`src/rtl/seg7_scroll_display.sv`:
```
// seg7_scroll_display: signed decimal driver for a multiplexed common-anode seven-segment display.
// The binary magnitude is converted to BCD with a sequential double-dabble engine. A sign slot
// and a WIN-digit window, scrolled by shl/shr, show part of the DIGITS-digit result.
// Ports:
//   clk, rst (async, active-high)
//   start  button; a rising edge captures value/sign and starts conversion
//   sign   1 = negative, sampled with value
//   shl    button; scrolls toward less significant digits
//   shr    button; scrolls toward more significant digits
//   value  [WIDTH-1:0] unsigned magnitude
//   an     [WIN:0] active-low anodes, bit WIN = sign slot (leftmost)
//   seg    [6:0] active-low segments {a,b,c,d,e,f,g}
//   busy   high during conversion
// Optional macro SEG7_LEADING_BLANK_EN: leading zeros are stored as blank (4'hF) on load.
module seg7_scroll_display #(
   parameter int WIDTH       = 16,
   parameter int DIGITS      = 5,
   parameter int WIN         = 3,
   parameter int REFRESH_DIV = 262144
) (
   input  logic             clk,
   input  logic             rst,
   input  logic             start,
   input  logic             sign,
   input  logic             shl,
   input  logic             shr,
   input  logic [WIDTH-1:0] value,
   output logic [WIN:0]     an,
   output logic [6:0]       seg,
   output logic             busy
);
   localparam int CW = $clog2(WIDTH + 1);
   localparam int OW = $clog2(DIGITS + 1);
   localparam int PW = $clog2(REFRESH_DIV);
   localparam int SW = $clog2(WIN + 2);
   localparam int IW = $clog2(DIGITS + WIN + 1);
   localparam logic [OW-1:0] OMAX = OW'(DIGITS - WIN);

   typedef enum logic [1:0] {IDLE, CONV, LOAD} state_t;
   state_t state, next;

   // bits [1:0] synchronise, bit 2 holds the previous synchronised level
   logic [2:0] s_start, s_shl, s_shr;
   logic start_p, shl_p, shr_p;

   logic [WIDTH-1:0]    sh;
   logic [4*DIGITS-1:0] bcd, bcd_adj;
   logic [CW-1:0]       cnt;
   logic [3:0]          digits [DIGITS];
   logic [3:0]          load_d [DIGITS];
   logic                sign_l;
   logic [OW-1:0]       offset;

   logic [PW-1:0] presc;
   logic [SW-1:0] slot;
   logic          refresh;
   logic [IW-1:0] idx;
   logic [3:0]    cur;
   logic [WIN:0]  an_n;
   logic [6:0]    seg_n;

   function automatic logic [6:0] dec(input logic [3:0] d);
      case (d)
         4'd0: dec = 7'b0000001;
         4'd1: dec = 7'b1001111;
         4'd2: dec = 7'b0010010;
         4'd3: dec = 7'b0000110;
         4'd4: dec = 7'b1001100;
         4'd5: dec = 7'b0100100;
         4'd6: dec = 7'b0100000;
         4'd7: dec = 7'b0001111;
         4'd8: dec = 7'b0000000;
         4'd9: dec = 7'b0000100;
         default: dec = 7'b1111111;
      endcase
   endfunction

   always_ff @(posedge clk or posedge rst)
      if (rst) begin
         s_start <= '0;
         s_shl   <= '0;
         s_shr   <= '0;
      end else begin
         s_start <= {s_start[1:0], start};
         s_shl   <= {s_shl[1:0], shl};
         s_shr   <= {s_shr[1:0], shr};
      end

   assign start_p = s_start[1] & ~s_start[2];
   assign shl_p   = s_shl[1] & ~s_shl[2];
   assign shr_p   = s_shr[1] & ~s_shr[2];

   always_ff @(posedge clk or posedge rst)
      if (rst) state <= IDLE;
      else     state <= next;

   always_comb begin
      next = state;
      busy = state != IDLE;
      next = state == IDLE ? (start_p ? CONV : IDLE) :
             state == CONV ? (cnt == CW'(1) ? LOAD : CONV) : IDLE;
   end

   always_comb begin
      bcd_adj = bcd;
      for (int i = 0; i < DIGITS; i++)
         bcd_adj[4*i +: 4] = bcd[4*i +: 4] >= 4'd5 ? bcd[4*i +: 4] + 4'd3 : bcd[4*i +: 4];
   end

   // digit[0] is the most significant digit, held in the top nibble of bcd
   always_comb begin
`ifdef SEG7_LEADING_BLANK_EN
      logic lead;
      lead = 1'b1;
`endif
      for (int i = 0; i < DIGITS; i++) begin
`ifdef SEG7_LEADING_BLANK_EN
         lead = lead && bcd[4*(DIGITS-1-i) +: 4] == 4'd0;
         load_d[i] = (lead && i != DIGITS - 1) ? 4'hF : bcd[4*(DIGITS-1-i) +: 4];
`else
         load_d[i] = bcd[4*(DIGITS-1-i) +: 4];
`endif
      end
   end

   always_ff @(posedge clk or posedge rst)
      if (rst) begin
         sh     <= '0;
         bcd    <= '0;
         cnt    <= '0;
         sign_l <= 1'b0;
         offset <= OMAX;
         for (int i = 0; i < DIGITS; i++) digits[i] <= '0;
      end else begin
         if (state == IDLE && start_p) begin
            sh     <= value;
            sign_l <= sign;
            bcd    <= '0;
            cnt    <= CW'(WIDTH);
         end
         if (state == CONV) begin
            bcd <= {bcd_adj[4*DIGITS-2:0], sh[WIDTH-1]};
            sh  <= sh << 1;
            cnt <= cnt - 1'b1;
         end
         if (state == LOAD) begin
            digits <= load_d;
            offset <= OMAX;
         end else if (state == IDLE && shl_p && !shr_p && offset != OMAX)
            offset <= offset + 1'b1;
         else if (state == IDLE && shr_p && !shl_p && offset != '0)
            offset <= offset - 1'b1;
      end

   always_comb begin
      idx = IW'(offset) + IW'(slot) - IW'(1);
      cur = 4'hF;
      for (int i = 0; i < DIGITS; i++)
         if (idx == IW'(i)) cur = digits[i];
      an_n = '1;
      for (int k = 0; k <= WIN; k++)
         if (slot == SW'(k)) an_n[WIN-k] = 1'b0;
      seg_n = slot == '0 ? (sign_l ? 7'b1111110 : 7'b1111111) : dec(cur);
   end

   // refresh trails the slot change by one cycle so an/seg load the new slot's contents
   always_ff @(posedge clk or posedge rst)
      if (rst) begin
         presc   <= '0;
         slot    <= '0;
         refresh <= 1'b0;
         an      <= '1;
         seg     <= '1;
      end else begin
         refresh <= presc == PW'(REFRESH_DIV - 1);
         presc   <= presc == PW'(REFRESH_DIV - 1) ? '0 : presc + 1'b1;
         if (presc == PW'(REFRESH_DIV - 1)) slot <= slot == SW'(WIN) ? '0 : slot + 1'b1;
         if (refresh) begin
            an  <= an_n;
            seg <= seg_n;
         end
      end
endmodule
```
`config.mk`:
```
export PLATFORM = sky130hd
export DESIGN_NAME = seg7_scroll_display
export DESIGN_NICKNAME = d
export VERILOG_FILES = /design/src/rtl/seg7_scroll_display.sv
export SDC_FILE = /design/constraint.sdc
export NUM_CORES = 1
export LEC_CHECK = 0
export CAP_MARGIN = 20
export CORE_ASPECT_RATIO = 2
export CORE_UTILIZATION = 54
export DETAILED_ROUTE_END_ITERATION = 10
export GPL_ROUTABILITY_DRIVEN = 0
export PLACE_DENSITY = 0.87
export RECOVER_POWER = 25
export SLEW_MARGIN = 20
export SYNTH_ARGS = -nofsm -noshare
export SYNTH_HDL_FRONTEND = slang
export SYNTH_SLANG_ARGS = --single-unit
```
`constraint.sdc`:
```
create_clock -name clk -period 3.5 [get_ports clk]
set_input_delay 0.7 -clock clk [delete_from_list [all_inputs] [get_ports clk]]
set_output_delay 0.7 -clock clk [all_outputs]
set_load 0.02 [all_outputs]
```
==> results.md, run 1 <==
* Worst slew margin relative to its limit at 0.682%
* Mean number of vias per cell at 5.78
* Critical Setup Path Class: reg2reg
* Number of nets with antenna violations after detailed routing at 0
* Total of buffers placed on input and output ports at 33
* Inserted Clock Buffers at 9
* Run status: finished with violations
* Critical path arrival at 3620 ps
* Type of element launching the critical path: register
* CTS Buffer Depth at 2
* Placement-stage cell area at 0.00589 mm^2
* Finished Core Util at 64.0%
* RSZ-0062 raised after global routing: false
* Number of hold violations in the final report at 0
* Fraction of post-synthesis cell area in the top cell type by area at 45.3%
* Number of synthesis warnings at 0
* DRC marker count from the first detailed-route iteration at 200
* Largest cells by area after synthesis: sky130_fd_sc_hd__dfrtp_1 45%, sky130_fd_sc_hd__ha_1 6.3%, sky130_fd_sc_hd__dfstp_2 5.9%, sky130_fd_sc_hd__nand2_1 4.3%, sky130_fd_sc_hd__o21ai_0 3.5%
* ANT cells at 0
* Height of the chip at 143 um
* WHS Endpoint: s_shr[1]
* Flip-flop cell with the highest count after synthesis: sky130_fd_sc_hd__dfrtp_1
* Total of hold buffers inserted after clock tree synthesis at 0
* Number of nets in the finished design at 594
* GRT Resource Usage Total at 23.5%
* Detailed Route WL at 10900 um
* Clock share of power at 20.1%
* Number of antenna violations at the first check in global routing at 0
* R2R Setup Slk at 160 ps
* Number of global-route vias before repair at 4165
* Kind of end point of the critical path: register
* Worst r2r src: offset[1]
* Wire length of the first global-routing pass at 18600 um
* P_sw at 2.06 mW
* Number of iterations in the first detailed-routing pass at 5
* Data required, critical path at 3780 ps
* Final clock period utilization by the worst path at 95.3%
* Clock latency reported for the late side of the worst-skew pair at 350 ps
* FMAX at 300 MHz
* Number of nets produced by synthesis at 557
* Total Negative Setup Slacks at 0 ps
* Transition time at the pin with the least slew margin at 1490 ps
* Proportion of layout cells with a drive suffix above 1 at 12.8%
* Starting utilization of the core area at 55.3%
* PwrDens at 851 mW/mm^2
* Maximum number of pins on one net before global-route repair at 64
* #FFs+latches synth at 109
* Most repeated cell in the gate-level netlist after synthesis: sky130_fd_sc_hd__dfrtp_1
* Worst-path maximum fanout at 6
* Worst supply voltage drop on vdd at 0.000401 V
* Top-Level Pins at 34
* Sequential fraction of design power at 34.9%
* Startpoint of the tightest hold check path: s_shr[0]
* Clk Tree Root Cell: sky130_fd_sc_hd__clkbuf_16
* Vias post-DR at 3922
* Max Cap Violations at 1
* Count of different cell masters after synthesis at 60
* # H-tree levels at 3
* Layout Area Growth over Synthesis at 15.7%
* Layout Cell Area excl Fill at 0.00620 mm^2
* Number of enable-type register cells in the synthesized netlist at 0
* Sinks on Clock Net at 109
* Pleak at 2.77 nW
* Most frequent cells after synthesis: 97 x sky130_fd_sc_hd__dfrtp_1, 62 x sky130_fd_sc_hd__nand2_1, 37 x sky130_fd_sc_hd__o21ai_0
* Gate power share at 45.0%
* Setup Slack @ Placement at -23.8 ps
* CTS tree: yes
* Number of standard-cell rows in the floorplan at 51
* Final HPWL from detailed placement at 7620 um
* Worst-path clk slew at 70 ps
* Total core area at 0.00970 mm^2
* Worst reg2reg path depth at 14
* GRT overflow at 0
* Worst Setup Slack, final at 163 ps
* Worst Clk Skew at 9.00 ps
* Cell area after synthesis at 0.00536 mm^2
* Per-cell routed wire length at 16.0 um
* Total internal power at 3.22 mW
* Cell depth of the worst hold path at 0
* Sequential area share after synthesis at 51.1%
* Post-synthesis average cell area at 10.6 um^2
* Number of pins with negative max-slew slack in the final report at 0
* Overall die area at 0.0104 mm^2
* Min cycle time layout at 3340 ps
* X dimension of the die at 72.5 um
* Synth Instances at 506
* Fraction of power spent switching nets at 39.0%
* Worst reg2reg path endpoint: seg[1]
* Post-synth ARST share at 100%
* Violations in the final reports: capacitance limit
* Dominant cell type by area after synthesis: sky130_fd_sc_hd__dfrtp_1
* Final setup violation count at 0
* Worst min-delay path category: reg2reg
* Total DRC errors in the routed layout at 0
==> stage by stage <==
step                      total power [mW]  hold slack (ps)  std cells
final                                 5.28              348        679
after global routing                  5.65              367        679
after CTS                             5.23              349        678
after detailed placement              4.14              335        663
after global placement                3.96              335        663
after floorplan                       3.54              331        506
==> kinds of logic (layout without fill, tap and decap cells) <==
logic type	Yosys count	count (layout)	synth area share, %
buf+inv	46	87	3.41
flops	109	109	51.1
xor+xnor	29	29	4.88
simple gates	169	169	15.7
mux	20	20	5.06
compound gates	104	104	12.8
fa+ha+maj	29	29	7.04
==> layout make-up <==
cell class / instances / area, um^2
flip-flops and latches: 109 / 2740
well taps: 132 / 165
clock buffers: 11 / 233
clock inverters: 4 / 73.8
repair buffers: 45 / 418
fillers: 753 / 3490
inverters: 27 / 103
multi-input cells: 351 / 2470
==> registers in the layout, indices dropped and copies added (netlist names), 4 cells and up <==
| name | count |
|---|---|
| digits | 20 |
| cnt | 5 |
| seg | 7 |
| bcd | 20 |
| sh | 16 |
| an | 4 |
| presc | 18 |
==> cells in the final DEF, fill, tap and decap left out, types with 6 or more instances in the layout <==
cell,count
sky130_fd_sc_hd__nand2b_1,9
sky130_fd_sc_hd__mux2_2,11
sky130_fd_sc_hd__clkbuf_16,9
sky130_fd_sc_hd__buf_4,11
sky130_fd_sc_hd__a22oi_1,15
sky130_fd_sc_hd__dfstp_2,12
sky130_fd_sc_hd__nor2b_1,6
sky130_fd_sc_hd__a21oi_1,18
sky130_fd_sc_hd__ha_1,26
sky130_fd_sc_hd__o31ai_1,7
sky130_fd_sc_hd__xor2_1,10
sky130_fd_sc_hd__clkdlybuf4s50_1,29
sky130_fd_sc_hd__nor2_1,32
sky130_fd_sc_hd__nand3_1,25
sky130_fd_sc_hd__inv_1,26
sky130_fd_sc_hd__dfrtp_1,97
sky130_fd_sc_hd__xnor2_1,18
sky130_fd_sc_hd__nand2_1,62
sky130_fd_sc_hd__o21ai_0,37
==> worst max-delay path, cell delays in order, from the launching register on <==
cell	delay, ps
sky130_fd_sc_hd__dfstp_2	530
sky130_fd_sc_hd__inv_1	50
sky130_fd_sc_hd__ha_1	270
sky130_fd_sc_hd__inv_1	40
sky130_fd_sc_hd__ha_1	180
sky130_fd_sc_hd__inv_1	60
sky130_fd_sc_hd__fa_1	440
sky130_fd_sc_hd__or3b_4	400
sky130_fd_sc_hd__nand2b_4	160
sky130_fd_sc_hd__o22a_4	270
sky130_fd_sc_hd__ha_2	200
sky130_fd_sc_hd__and2_1	160
sky130_fd_sc_hd__o32a_1	310
sky130_fd_sc_hd__nor3_2	140
sky130_fd_sc_hd__nor3_1	70
==> repair_timing <==
| action | CTS | global route |
|---|---|---|
| resized for setup | 2 | 3 |
| pin swaps | 0 | 1 |
| cloned | 0 | 0 |
| endpoints found under the setup margin | 1 | 2 |
| setup buffers | 0 | 1 |
==> power by group through the flow <==
stage / logic, mW / clock network, mW / registers (mW)
after floorplan: 1.77 / 0 / 1.78
after global placement: 2.12 / 0 / 1.84
after detailed placement: 2.27 / 0 / 1.86
after CTS: 2.31 / 1.08 / 1.84
after global routing: 2.64 / 1.13 / 1.88
final: 2.38 / 1.06 / 1.84
==> metal layers <==
metal	wire length, um	global-route usage, %	share of wire (%)
met5	0	0	0
met1	4070	24.2	37
met3	286	4.09	2.6
met4	382	14.3	3.5
met2	6130	42.6	56
==> worst max path at each step <==
stage	start	endpoint
after global routing	offset[1]	seg[1]
final	offset[1]	seg[1]
after global placement	offset[1]	seg[1]
after detailed placement	offset[1]	seg[1]
after floorplan	offset[1]	seg[1]
after CTS	offset[1]	seg[1]
No activity file was read; power rests on OpenSTA's default activity.
==> inputs of run 2 (changes only) <==
--- a/config.mk
+++ b/config.mk
@@ -7,10 +7,10 @@
 export LEC_CHECK = 0
 export CAP_MARGIN = 20
 export CORE_ASPECT_RATIO = 2
-export CORE_UTILIZATION = 54
+export CORE_UTILIZATION = 45
 export DETAILED_ROUTE_END_ITERATION = 10
 export GPL_ROUTABILITY_DRIVEN = 0
-export PLACE_DENSITY = 0.87
+export PLACE_DENSITY = 0.76
 export RECOVER_POWER = 25
 export SLEW_MARGIN = 20
 export SYNTH_ARGS = -nofsm -noshare
==> run 2 against run 1 <==
The flow now finishes without violations; sequential share of layout area rose by 0.21 points; cell area fell by 0.48%; global-route usage fell by 5.2 points; largest power group unchanged.
==> results.md, run 2 (synthesis gave the netlist of run 1 again) <==
* Run status: finished clean (was finished with violations)
* Total of hold buffers inserted after clock tree synthesis at 0 (unchanged)
* Cell depth of the worst hold path at 0 (unchanged)
* Clock share of power at 18.4% (was 20.1%)
* Worst-path maximum fanout at 6 (unchanged)
* Worst Clk Skew at 8.89 ps (was 9.00 ps)
* GRT overflow at 0 (unchanged)
* Worst-path clk slew at 60 ps (was 70 ps)
* Pleak at 2.74 nW (was 2.77 nW)
* Gate power share at 45.2% (was 45.0%)
* Number of antenna violations at the first check in global routing at 0 (unchanged)
* CTS tree: yes (unchanged)
* Total of buffers placed on input and output ports at 33 (unchanged)
* Total Negative Setup Slacks at 0 ps (unchanged)
* Commonest non-fill, non-tap cell in the layout: sky130_fd_sc_hd__dfrtp_1 (unchanged)
* FMAX at 297 MHz (was 300 MHz)
* Inserted Clock Buffers at 9 (unchanged)
* Vias post-DR at 3791 (was 3922)
* Sinks on Clock Net at 109 (unchanged)
* Number of nets in the finished design at 595 (was 594)
* Number of nets with antenna violations after detailed routing at 0 (unchanged)
* Number of hold violations in the final report at 0 (unchanged)
* RSZ-0062 raised after global routing: false (unchanged)
* Post-layout total power at 5.05 mW (was 5.28 mW)
* Top-Level Pins at 34 (unchanged)
* P_sw at 1.96 mW (was 2.06 mW)
* Hold_ws at 349 ps (was 348 ps)
* PwrDens at 817 mW/mm^2 (was 851 mW/mm^2)
* Sequential fraction of design power at 36.4% (was 34.9%)
* Kind of end point of the critical path: register (unchanged)
* Worst reg2reg path depth at 14 (unchanged)
* Type of element launching the critical path: register (unchanged)
* Number of pins with negative max-slew slack in the final report at 0 (unchanged)
* R2R Setup Slk at 130 ps (was 160 ps)
* Placement-stage cell area at 0.00590 mm^2 (was 0.00589 mm^2)
* Overall die area at 0.0124 mm^2 (was 0.0104 mm^2)
* Detailed Route WL at 10400 um (was 10900 um)
* Worst slew margin relative to its limit at 3.13% (was 0.682%)
* Transition time at the pin with the least slew margin at 1450 ps (was 1490 ps)
* Layout Cell Area excl Fill at 0.00617 mm^2 (was 0.00620 mm^2)
* Wire length of the first global-routing pass at 17800 um (was 18600 um)
* Startpoint of the tightest hold check path: s_shr[0] (unchanged)
* Critical path arrival at 3630 ps (was 3620 ps)
* Number of iterations in the first detailed-routing pass at 7 (was 5)
* Clock latency reported for the late side of the worst-skew pair at 350 ps (about the same)
* DRC marker count from the first detailed-route iteration at 106 (was 200)
* Final setup violation count at 0 (unchanged)
* Worst r2r src: offset[1] (unchanged)
* Worst Setup Slack, final at 133 ps (was 163 ps)
* Cell count after placement at 676 (was 663)
* Setup Slack @ Placement at 41.4 ps (was -23.8 ps)
* CTS Buffer Depth at 2 (unchanged)
* Number of non-filler instances in the completed layout at 694 (was 679)
* Most used cells in the layout excluding fill and tap cells: 97 x sky130_fd_sc_hd__dfrtp_1, 62 x sky130_fd_sc_hd__nand2_1, 37 x sky130_fd_sc_hd__o21ai_0, 32 x sky130_fd_sc_hd__nor2_1, 29 x sky130_fd_sc_hd__clkdlybuf4s50_1 (unchanged)
* Clk Tree Root Cell: sky130_fd_sc_hd__clkbuf_16 (unchanged)
* GRT Resource Usage Total at 18.3% (was 23.5%)
* Number of standard-cell rows in the floorplan at 56 (was 51)
* Final HPWL from detailed placement at 7450 um (was 7620 um)
* Layout Area Growth over Synthesis at 15.1% (was 15.7%)
* Height of the chip at 156 um (was 143 um)
* Finished Core Util at 52.8% (was 64.0%)
* Final clock period utilization by the worst path at 96.2% (was 95.3%)
* Per-cell routed wire length at 15.0 um (was 16.0 um)
* Total internal power at 3.09 mW (was 3.22 mW)
* Total core area at 0.0117 mm^2 (was 0.00970 mm^2)
* X dimension of the die at 79.2 um (was 72.5 um)
* WHS Endpoint: s_shr[1] (unchanged)
* Fraction of power spent switching nets at 38.8% (was 39.0%)
* Mean number of vias per cell at 5.46 (was 5.78)
* Worst min-delay path category: reg2reg (unchanged)
* Critical Setup Path Class: reg2reg (unchanged)
* Data required, critical path at 3770 ps (was 3780 ps)
* Worst supply voltage drop on vdd at 0.000351 V (was 0.000401 V)
* Starting utilization of the core area at 45.8% (was 55.3%)
* # H-tree levels at 3 (unchanged)
* Worst reg2reg path endpoint: seg[1] (unchanged)
* ANT cells at 0 (unchanged)
* Total DRC errors in the routed layout at 0 (unchanged)
* Max Cap Violations at 0 (was 1)
* Largest registers ranked by flip-flop count: bcd (20), digits (20), presc (18) (unchanged)
* Number of global-route vias before repair at 3942 (was 4165)
* Proportion of layout cells with a drive suffix above 1 at 11.7% (was 12.8%)
* Maximum number of pins on one net before global-route repair at 110 (was 64)
* Min cycle time layout at 3370 ps (was 3340 ps)
-- run 2: changes by cell type in the layout (fill, tap and decap cells not counted), sizes merged --
cell	change
clkbuf	+6
clkinv	-2
bufinv	-2
clkinvlp	+1
buf	-1
-- run 2: area by class of cell --
cell class | count | area (um^2)
clock buffer | 15 | 258
multi-input combinational | 351 | 2460
fill | 1012 | 5530
sequential | 109 | 2740
timing repair buffer | 46 | 420
clock inverter | 1 | 7.51
tap | 145 | 181
inverter | 27 | 105
-- run 2: power groups by stage --
stage          clock (mW)  sequential, mW  combinational, mW
4_1_cts             0.954            1.84               2.26
2_1_floorplan           0            1.78               1.77
3_3_place_gp            0            1.84               2.17
3_5_place_dp            0            1.86               2.25
5_1_grt             0.995            1.88               2.57
6_report            0.929            1.84               2.28
-- run 2: critical path: stages, from the launching register on --
cell and delay [ps]:
sky130_fd_sc_hd__dfstp_2 550, sky130_fd_sc_hd__inv_1 60, sky130_fd_sc_hd__ha_1 270, sky130_fd_sc_hd__inv_1 40
sky130_fd_sc_hd__ha_1 180, sky130_fd_sc_hd__inv_1 60, sky130_fd_sc_hd__fa_1 420, sky130_fd_sc_hd__or3b_1 380
sky130_fd_sc_hd__nand2b_4 170, sky130_fd_sc_hd__o22a_4 260, sky130_fd_sc_hd__ha_2 200, sky130_fd_sc_hd__and2_1 150
sky130_fd_sc_hd__o32a_1 280, sky130_fd_sc_hd__nor3_1 180, sky130_fd_sc_hd__nor3_1 80
-- run 2: worst max-delay path by stage --
stage / slack [ps] / startpoint / to
floorplan: 80 / offset[1] / seg[1]
global placement: 80 / offset[1] / seg[1]
detailed placement: 40 / offset[1] / seg[1]
CTS: 30 / offset[1] / seg[1]
global route: 9 / offset[1] / seg[1]
finish: 130 / offset[1] / seg[1]
-- run 2: per-layer routing --
metal / routed length, um / vias to the layer above / global-route usage (%)
met5: 0 / - / 0
met4: 273 / 0 / 7.62
met3: 214 / 22 / 3.56
met2: 5840 / 61 / 33.5
met1: 4070 / 1863 / 20.0
li1: - / 1845 / -
-- run 2: repair_timing --
item                                    in CTS  in global routing
endpoints found under the setup margin       0                  1
setup buffers                                0                  2
resized for setup                            0                  2
